$ cat config.mk
export PLATFORM = sky130hd
export DESIGN_NAME = mpsoc_slave_arbiter_flat
export DESIGN_NICKNAME = d
export VERILOG_FILES = /design/src/rtl/mpsoc_slave_arbiter_if.sv /design/src/rtl/mpsoc_slave_arbiter.sv /design/src/flat_wrapper.sv
export SDC_FILE = /design/constraint.sdc
export NUM_CORES = 1
export LEC_CHECK = 0
export ABC_CLOCK_PERIOD_IN_PS = 3300
export CAP_MARGIN = 15
export CORE_ASPECT_RATIO = 0.75
export CORE_MARGIN = 1.5
export CORE_UTILIZATION = 40
export DETAILED_ROUTE_END_ITERATION = 7
export GPL_ROUTABILITY_DRIVEN = 0
export PLACE_DENSITY = 0.83
export SLEW_MARGIN = 25
export SYNTH_ARGS = -nofsm -noshare
export SYNTH_HDL_FRONTEND = slang
export SYNTH_SLANG_ARGS = --single-unit
$ cat constraint.sdc
create_clock -name clock -period 3.3 [get_ports clock]
set_input_delay 0.495 -clock clock [delete_from_list [all_inputs] [get_ports clock]]
set_output_delay 0.495 -clock clock [all_outputs]
set_load 0.1 [all_outputs]
$ cat src/rtl/mpsoc_slave_arbiter_if.sv
// rtl/mpsoc_slave_arbiter_if.sv - master-side and shared-slave bus bundle for mpsoc_slave_arbiter
interface mpsoc_slave_arbiter_if #(
    parameter int NUM_MASTERS = 4,
    parameter int ADDR_W      = 4,
    parameter int DATA_W      = 32
);
    logic [NUM_MASTERS*ADDR_W-1:0] m_address;
    logic [NUM_MASTERS-1:0]        m_read;
    logic [NUM_MASTERS-1:0]        m_write;
    logic [NUM_MASTERS*DATA_W-1:0] m_writedata;
    logic [DATA_W-1:0]             m_readdata;
    logic [NUM_MASTERS-1:0]        m_waitrequest;
    logic [ADDR_W-1:0]             s_address;
    logic                          s_read;
    logic                          s_write;
    logic [DATA_W-1:0]             s_writedata;
    logic [DATA_W-1:0]             s_readdata;
    logic                          s_waitrequest;
    logic [NUM_MASTERS-1:0]        grant;
    logic                          timeout_pulse;

    // Arbiter view: it is the target of the cores and the initiator toward the shared slave.
    modport slave (
        input  m_address, m_read, m_write, m_writedata, s_readdata, s_waitrequest,
        output m_readdata, m_waitrequest, s_address, s_read, s_write, s_writedata,
               grant, timeout_pulse
    );

    // Environment view: the cores plus the shared peripheral.
    modport master (
        output m_address, m_read, m_write, m_writedata, s_readdata, s_waitrequest,
        input  m_readdata, m_waitrequest, s_address, s_read, s_write, s_writedata,
               grant, timeout_pulse
    );
endinterface

$ cat src/rtl/mpsoc_slave_arbiter.sv
// rtl/mpsoc_slave_arbiter.sv - round-robin arbiter sharing one Avalon-MM slave among NUM_MASTERS cores
module mpsoc_slave_arbiter #(
    parameter int NUM_MASTERS = 4,
    parameter int ADDR_W      = 4,
    parameter int DATA_W      = 32,
    parameter int TIMEOUT     = 255
) (
    input  logic                 clock,
    input  logic                 reset_n,
    mpsoc_slave_arbiter_if.slave bus
);
    localparam int IDX_W = (NUM_MASTERS > 1) ? $clog2(NUM_MASTERS) : 1;
    localparam int CNT_W = (TIMEOUT > 1) ? $clog2(TIMEOUT) : 1;
    localparam logic [CNT_W-1:0] CNT_LAST = CNT_W'((TIMEOUT > 0) ? TIMEOUT - 1 : 0);
    localparam bit TO_EN = (TIMEOUT != 0);

    typedef enum logic [1:0] {
        IDLE,
        ACCESS,
        DONE
    } state_t;

    state_t                 state_q, state_d;
    logic [IDX_W-1:0]       rr_q, rr_d;
    logic [IDX_W-1:0]       owner_q, owner_d;
    logic [CNT_W-1:0]       cnt_q, cnt_d;
    logic [ADDR_W-1:0]      s_address_q, s_address_d;
    logic                   s_read_q, s_read_d;
    logic                   s_write_q, s_write_d;
    logic [DATA_W-1:0]      s_writedata_q, s_writedata_d;
    logic [DATA_W-1:0]      m_readdata_q, m_readdata_d;
    logic [NUM_MASTERS-1:0] m_waitrequest_q, m_waitrequest_d;
    logic [NUM_MASTERS-1:0] grant_q, grant_d;
    logic                   timeout_q, timeout_d;

    logic [NUM_MASTERS-1:0] req;
    logic [IDX_W-1:0]       pick;
    logic                   found;

    function automatic logic [IDX_W-1:0] wrap_add(input logic [IDX_W-1:0] base, input int offs);
        int sum;
        sum = int'(base) + offs;
        if (sum >= NUM_MASTERS) begin
            sum = sum - NUM_MASTERS;
        end
        return IDX_W'(sum);
    endfunction

    assign req = bus.m_read | bus.m_write;

    // First requester at or after rr_q in circular order.
    always_comb begin
        pick  = '0;
        found = 1'b0;
        for (int k = 0; k < NUM_MASTERS; k++) begin
            if (!found && req[wrap_add(rr_q, k)]) begin
                found = 1'b1;
                pick  = wrap_add(rr_q, k);
            end
        end
    end

    always_ff @(posedge clock) begin
        if (!reset_n) begin
            state_q         <= IDLE;
            rr_q            <= '0;
            owner_q         <= '0;
            cnt_q           <= '0;
            s_address_q     <= '0;
            s_read_q        <= 1'b0;
            s_write_q       <= 1'b0;
            s_writedata_q   <= '0;
            m_readdata_q    <= '0;
            m_waitrequest_q <= '1;
            grant_q         <= '0;
            timeout_q       <= 1'b0;
        end else begin
            state_q         <= state_d;
            rr_q            <= rr_d;
            owner_q         <= owner_d;
            cnt_q           <= cnt_d;
            s_address_q     <= s_address_d;
            s_read_q        <= s_read_d;
            s_write_q       <= s_write_d;
            s_writedata_q   <= s_writedata_d;
            m_readdata_q    <= m_readdata_d;
            m_waitrequest_q <= m_waitrequest_d;
            grant_q         <= grant_d;
            timeout_q       <= timeout_d;
        end
    end

    always_comb begin
        state_d         = state_q;
        rr_d            = rr_q;
        owner_d         = owner_q;
        cnt_d           = cnt_q;
        s_address_d     = s_address_q;
        s_read_d        = s_read_q;
        s_write_d       = s_write_q;
        s_writedata_d   = s_writedata_q;
        m_readdata_d    = m_readdata_q;
        m_waitrequest_d = m_waitrequest_q;
        grant_d         = grant_q;
        timeout_d       = timeout_q;

        unique case (state_q)
            IDLE: begin
                if (found) begin
                    owner_d        = pick;
                    cnt_d          = '0;
                    s_address_d    = bus.m_address[int'(pick)*ADDR_W +: ADDR_W];
                    s_writedata_d  = bus.m_writedata[int'(pick)*DATA_W +: DATA_W];
                    // A simultaneous read and write is treated as a read.
                    s_read_d       = bus.m_read[pick];
                    s_write_d      = bus.m_write[pick] & ~bus.m_read[pick];
                    grant_d        = '0;
                    grant_d[pick]  = 1'b1;
                    state_d        = ACCESS;
                end
            end
            ACCESS: begin
                if (!bus.s_waitrequest) begin
                    if (s_read_q) begin
                        m_readdata_d = bus.s_readdata;
                    end
                    s_read_d                 = 1'b0;
                    s_write_d                = 1'b0;
                    m_waitrequest_d[owner_q] = 1'b0;
                    rr_d                     = wrap_add(owner_q, 1);
                    state_d                  = DONE;
                end else if (TO_EN && cnt_q == CNT_LAST) begin
                    // Abort: the command has been held for exactly TIMEOUT stalled cycles.
                    m_readdata_d             = '0;
                    timeout_d                = 1'b1;
                    s_read_d                 = 1'b0;
                    s_write_d                = 1'b0;
                    m_waitrequest_d[owner_q] = 1'b0;
                    rr_d                     = wrap_add(owner_q, 1);
                    state_d                  = DONE;
                end else begin
                    cnt_d = cnt_q + 1'b1;
                end
            end
            DONE: begin
                m_waitrequest_d = '1;
                grant_d         = '0;
                timeout_d       = 1'b0;
                state_d         = IDLE;
            end
            default: begin
                state_d = IDLE;
            end
        endcase
    end

    assign bus.s_address     = s_address_q;
    assign bus.s_read        = s_read_q;
    assign bus.s_write       = s_write_q;
    assign bus.s_writedata   = s_writedata_q;
    assign bus.m_readdata    = m_readdata_q;
    assign bus.m_waitrequest = m_waitrequest_q;
    assign bus.grant         = grant_q;
    assign bus.timeout_pulse = timeout_q;
endmodule

$ cat src/flat_wrapper.sv
// flat-port wrapper written by rule: the top's interface ports become plain ports
module mpsoc_slave_arbiter_flat 
#(
    parameter int NUM_MASTERS = 4,
    parameter int ADDR_W      = 4,
    parameter int DATA_W      = 32,
    parameter int TIMEOUT     = 255
)
  (clock, reset_n, bus_m_address, bus_m_read, bus_m_write, bus_m_writedata, bus_s_readdata, bus_s_waitrequest, bus_m_readdata, bus_m_waitrequest, bus_s_address, bus_s_read, bus_s_write, bus_s_writedata, bus_grant, bus_timeout_pulse);
  mpsoc_slave_arbiter_if #(.NUM_MASTERS(NUM_MASTERS), .ADDR_W(ADDR_W), .DATA_W(DATA_W)) bus_i ();
  input  logic clock;
  input  logic reset_n;
  input wire logic [$bits(bus_i.m_address)-1:0] bus_m_address;
  input wire logic [$bits(bus_i.m_read)-1:0] bus_m_read;
  input wire logic [$bits(bus_i.m_write)-1:0] bus_m_write;
  input wire logic [$bits(bus_i.m_writedata)-1:0] bus_m_writedata;
  input wire logic [$bits(bus_i.s_readdata)-1:0] bus_s_readdata;
  input wire logic [$bits(bus_i.s_waitrequest)-1:0] bus_s_waitrequest;
  output wire logic [$bits(bus_i.m_readdata)-1:0] bus_m_readdata;
  output wire logic [$bits(bus_i.m_waitrequest)-1:0] bus_m_waitrequest;
  output wire logic [$bits(bus_i.s_address)-1:0] bus_s_address;
  output wire logic [$bits(bus_i.s_read)-1:0] bus_s_read;
  output wire logic [$bits(bus_i.s_write)-1:0] bus_s_write;
  output wire logic [$bits(bus_i.s_writedata)-1:0] bus_s_writedata;
  output wire logic [$bits(bus_i.grant)-1:0] bus_grant;
  output wire logic [$bits(bus_i.timeout_pulse)-1:0] bus_timeout_pulse;
  assign bus_i.m_address = bus_m_address;
  assign bus_i.m_read = bus_m_read;
  assign bus_i.m_write = bus_m_write;
  assign bus_i.m_writedata = bus_m_writedata;
  assign bus_i.s_readdata = bus_s_readdata;
  assign bus_i.s_waitrequest = bus_s_waitrequest;
  assign bus_m_readdata = bus_i.m_readdata;
  assign bus_m_waitrequest = bus_i.m_waitrequest;
  assign bus_s_address = bus_i.s_address;
  assign bus_s_read = bus_i.s_read;
  assign bus_s_write = bus_i.s_write;
  assign bus_s_writedata = bus_i.s_writedata;
  assign bus_grant = bus_i.grant;
  assign bus_timeout_pulse = bus_i.timeout_pulse;
  mpsoc_slave_arbiter #(.NUM_MASTERS(NUM_MASTERS), .ADDR_W(ADDR_W), .DATA_W(DATA_W), .TIMEOUT(TIMEOUT)) u_core (.clock(clock), .reset_n(reset_n), .bus(bus_i));
endmodule
==> parameters.txt <==
Parameter                              Value

Run status
  Outcome ... finished clean

Clock network
  Number of clock buffers inserted by TritonCTS ... 9
  Clock transition at the registers of the reported paths ... roughly 0.08 ns
  Number of hold-repair buffers added at the cts stage ... 0
  Number of cells upsized or downsized after cts ... 0
  Clock network latency to the later pin of the worst-skew pair ... 0.35 ns
  Post-CTS Repair Setup Buffers ... 0
  Clock root buffer ... clkbuf_16
  Clock sink total ... between 90 and 100
  Clock tree from TritonCTS ... done
  Clock Path Buffers ... 2
  Maximum level of the CTS H-tree ... 3

STA
  Number of failing setup endpoints in the final timing report ... 0
  Hold violation total from the final report ... 0
  Final sum of negative setup slack ... 0 ns
  Clk_skew ... roughly 0.010 ns
  Achievable Freq ... around 0.36 GHz
  Minimum clock period after layout ... about 2.8 ns
  RSZ-0062 raised after global routing ... false
  Number of pins exceeding their max-slew limit in the final report ... 0
  Transition time at the pin with the least slew margin ... 1.03 ns
  Crit share post-route ... 0.841
  Worst max-slew margin expressed relative to the limit ... 0.309

Synth
  Synth Flop Type ... dfxtp_1
  Sequential share of the synthesized area ... 0.379
  FF+latch count, synth ... between 90 and 100
  Mapped Cells ... 562
  Area share of the largest cell type after synthesis ... 0.379
  Synthesized area divided by synthesized cell count ... about 8.7 um^2
  Commonest cells post-synth ... dfxtp_1, a21oi_1, nand2_1
  Number of unique standard cell types used by synthesis ... 52
  Cell Area, Synth ... around 4900 um^2
  Share of synthesized flip-flops with an asynchronous set or reset ... 0
  Yosys warning total ... 0
  Synthesized netlist net count ... about 760
  Most frequent cell after synthesis ... dfxtp_1
  Most area-consuming cells after synthesis ... dfxtp_1, a21oi_1, a221o_1, nand3_1, mux2_2
  Count of flip-flops with a built-in enable after synthesis ... 0
  Library cell occupying the most area in the post-synthesis netlist ... dfxtp_1

Pwr
  Clock power share ... 0.276
  Final Power ... between 3 and 4 mW
  Lkg Pwr ... approximately 2.9 nW
  Reported net switching power ... ~1.5 mW
  Internal power contribution ... 2.27 mW
  Power per unit of standard cell area ... approximately 480 nW/um^2
  Switching share of power ... 0.401
  Worst ir drop on vdd ... approximately 0.00029 V
  Sequential share of power ... 0.334
  Share of total power in combinational logic ... 0.390

Worst setup path
  Kind of critical path ... input pin to flop
  Type of element launching the critical path ... input pin
  CP arrival ... between 3 and 4 ns
  Element type at the critical path end ... flop
  Depth of the most critical reg-to-reg path ... 7
  Max FO, Critical Path ... 16
  CP Data Required Time ... about 3.5 ns

Floorplanning
  Count of pins on the block boundary ... 266
  Die Outline Area ... ~13000 um^2
  Initial cell density of the core ... 0.416
  Placeable Area ... around 12000 um^2
  Chip Width ... approximately 130 um
  Cell row count ... 34
  Die span in y ... approximately 100 um

Worst hold path
  Type of the most critical hold path ... flop to flop
  Cell depth of the worst hold path ... 2

Layout
  Number of nets in the layout ... 1000
  Combined area of the multi-input logic cells ... between 2000 and 3000 um^2
  Syn-to-layout area delta ... 62.0%
  Diodes inserted ... 0
  Share of layout cells above drive strength 1 ... 0.0964
  Layout Utilization ... 0.675
  Storage element area ... ~1900 um^2
  # fillers ... 924

GRT
  Overall fraction of global-route tracks in use ... 0.270
  Remaining global-route overflow ... 0
  Vias in the first global route ... between 5000 and 6000
  Global-route wire length before repair ... 27500 um
  Antenna violations before repair ... 0
  Pin count of the biggest net entering global routing ... 45

Route
  Wirelength per Cell ... around 19 um
  DR vias/cell ... between 5 and 6
  Via count ... about 5400
  Drc violations ... 0
  Detailed-router iteration count before antenna repair ... 5
  Drt initial violations ... ~270
  Post-detailed-route count of antenna-violating nets ... 0
  Final wirelength ... between 15000 and 20000 um

Placed design
  Port buffer count ... between 200 and 300
  HPWL reported at the end of detailed placement ... about 13000 um

Run
  # Max-Cap Violations ... 0
## critical path: stages
cell and delay [ns]:
clkdlybuf4s50_1 0.49, or4_4 0.63, o2111a_1 0.24, nor2_8 0.27, buf_12 0.20, mux2_2 0.35, a221o_1 0.32
## registers in the layout, summed over array words and instances (netlist names)
signal	cells
u_core.bus.s_read	1
u_core.owner_q	2
u_core.bus.m_readdata	32
u_core.bus.timeout_pulse	1
u_core.cnt_q	8
u_core.bus.s_address	4
u_core.bus.m_waitrequest	4
u_core.bus.grant	4
u_core.bus.s_write	1
u_core.state_q	2
u_core.bus.s_writedata	32
u_core.rr_q	2
## power by group through the flow
stage,clock [mW],sequential [mW],combinational (mW)
2_1_floorplan,0,1.86,0.398
3_3_place_gp,0,1.29,1.45
3_5_place_dp,0,1.29,1.47
4_1_cts,1.06,1.27,1.47
5_1_grt,1.11,1.28,1.54
6_report,1.05,1.27,1.48
## placed cells by master (no fill, tap or decap), drive strengths merged, types with 3 or more instances in the layout
cell type | synthesis | routed
clkdlybuf4s50 | 0 | 251
dfxtp | 93 | 93
a21oi | 74 | 74
nand2 | 46 | 46
o21ai | 44 | 44
nand3 | 43 | 43
mux2 | 37 | 37
a221o | 36 | 36
nand4 | 34 | 34
buf | 27 | 31
nor2 | 22 | 22
inv | 9 | 13
ha | 9 | 9
clkbuf | 24 | 9
a21o | 6 | 6
xor2 | 5 | 5
a32oi | 4 | 4
and3 | 4 | 4
nor3 | 4 | 4
nor2b | 3 | 3
and2 | 3 | 3
a211oi | 3 | 3
mux2i | 3 | 3
nand2b | 3 | 3
## kinds of logic after synthesis
| kind of cell | count (synthesis) | synth area share |
|---|---|---|
| AO/OA/AOI/OAI | 180 | 0.241 |
| XOR/XNOR | 6 | 0.0107 |
| adder cells (fa/ha/maj) | 9 | 0.0229 |
| buffers and inverters | 60 | 0.0711 |
| flip-flops | 93 | 0.379 |
| multiplexers | 40 | 0.0910 |
| AND/OR/NAND/NOR | 174 | 0.184 |
## per-layer routing
layer	global-route usage	vias to the layer above	wire length [um]
met5	0	-	0
met4	0.107	0	463
met3	0.0814	41	1430
met2	0.480	223	9190
met1	0.300	2595	7130
li1	-	2589	-
## metrics by stage
stage,worst slack [ns],instances,instance area (um^2),hold slack [ns]
6_report,0.525,971,7950,0.454
5_1_grt,0.481,971,7950,0.474
4_1_cts,0.547,971,7950,0.455
3_5_place_dp,0.178,955,7650,0.445
3_3_place_gp,0.272,955,7650,0.438
2_1_floorplan,0.780,562,4910,0.470
## path summary, 6_finish.rpt
kind	startpoint	end	slack (ns)
max reg2reg	u_core.rr_q[1]$_SDFFE_PN0P_	u_core.bus.s_writedata[14]$_SDFFE_PN0P_	0.88
min	u_core.bus.m_readdata[24]$_SDFFE_PN0P_	u_core.bus.m_readdata[24]$_SDFFE_PN0P_	0.45
min reg2reg	u_core.bus.m_readdata[24]$_SDFFE_PN0P_	u_core.bus.m_readdata[24]$_SDFFE_PN0P_	0.45
max	bus_m_read[3]	u_core.bus.s_writedata[5]$_SDFFE_PN0P_	0.52
## final cells by class
type                    count  area share
clock buffers               9      0.0283
multi-input cells         409       0.345
inverters                   9     0.00425
well taps                 162      0.0255
repair buffers            282       0.353
flip-flops and latches     93       0.234
clock inverters             7     0.00976
Power figures use the tool's default switching activity.
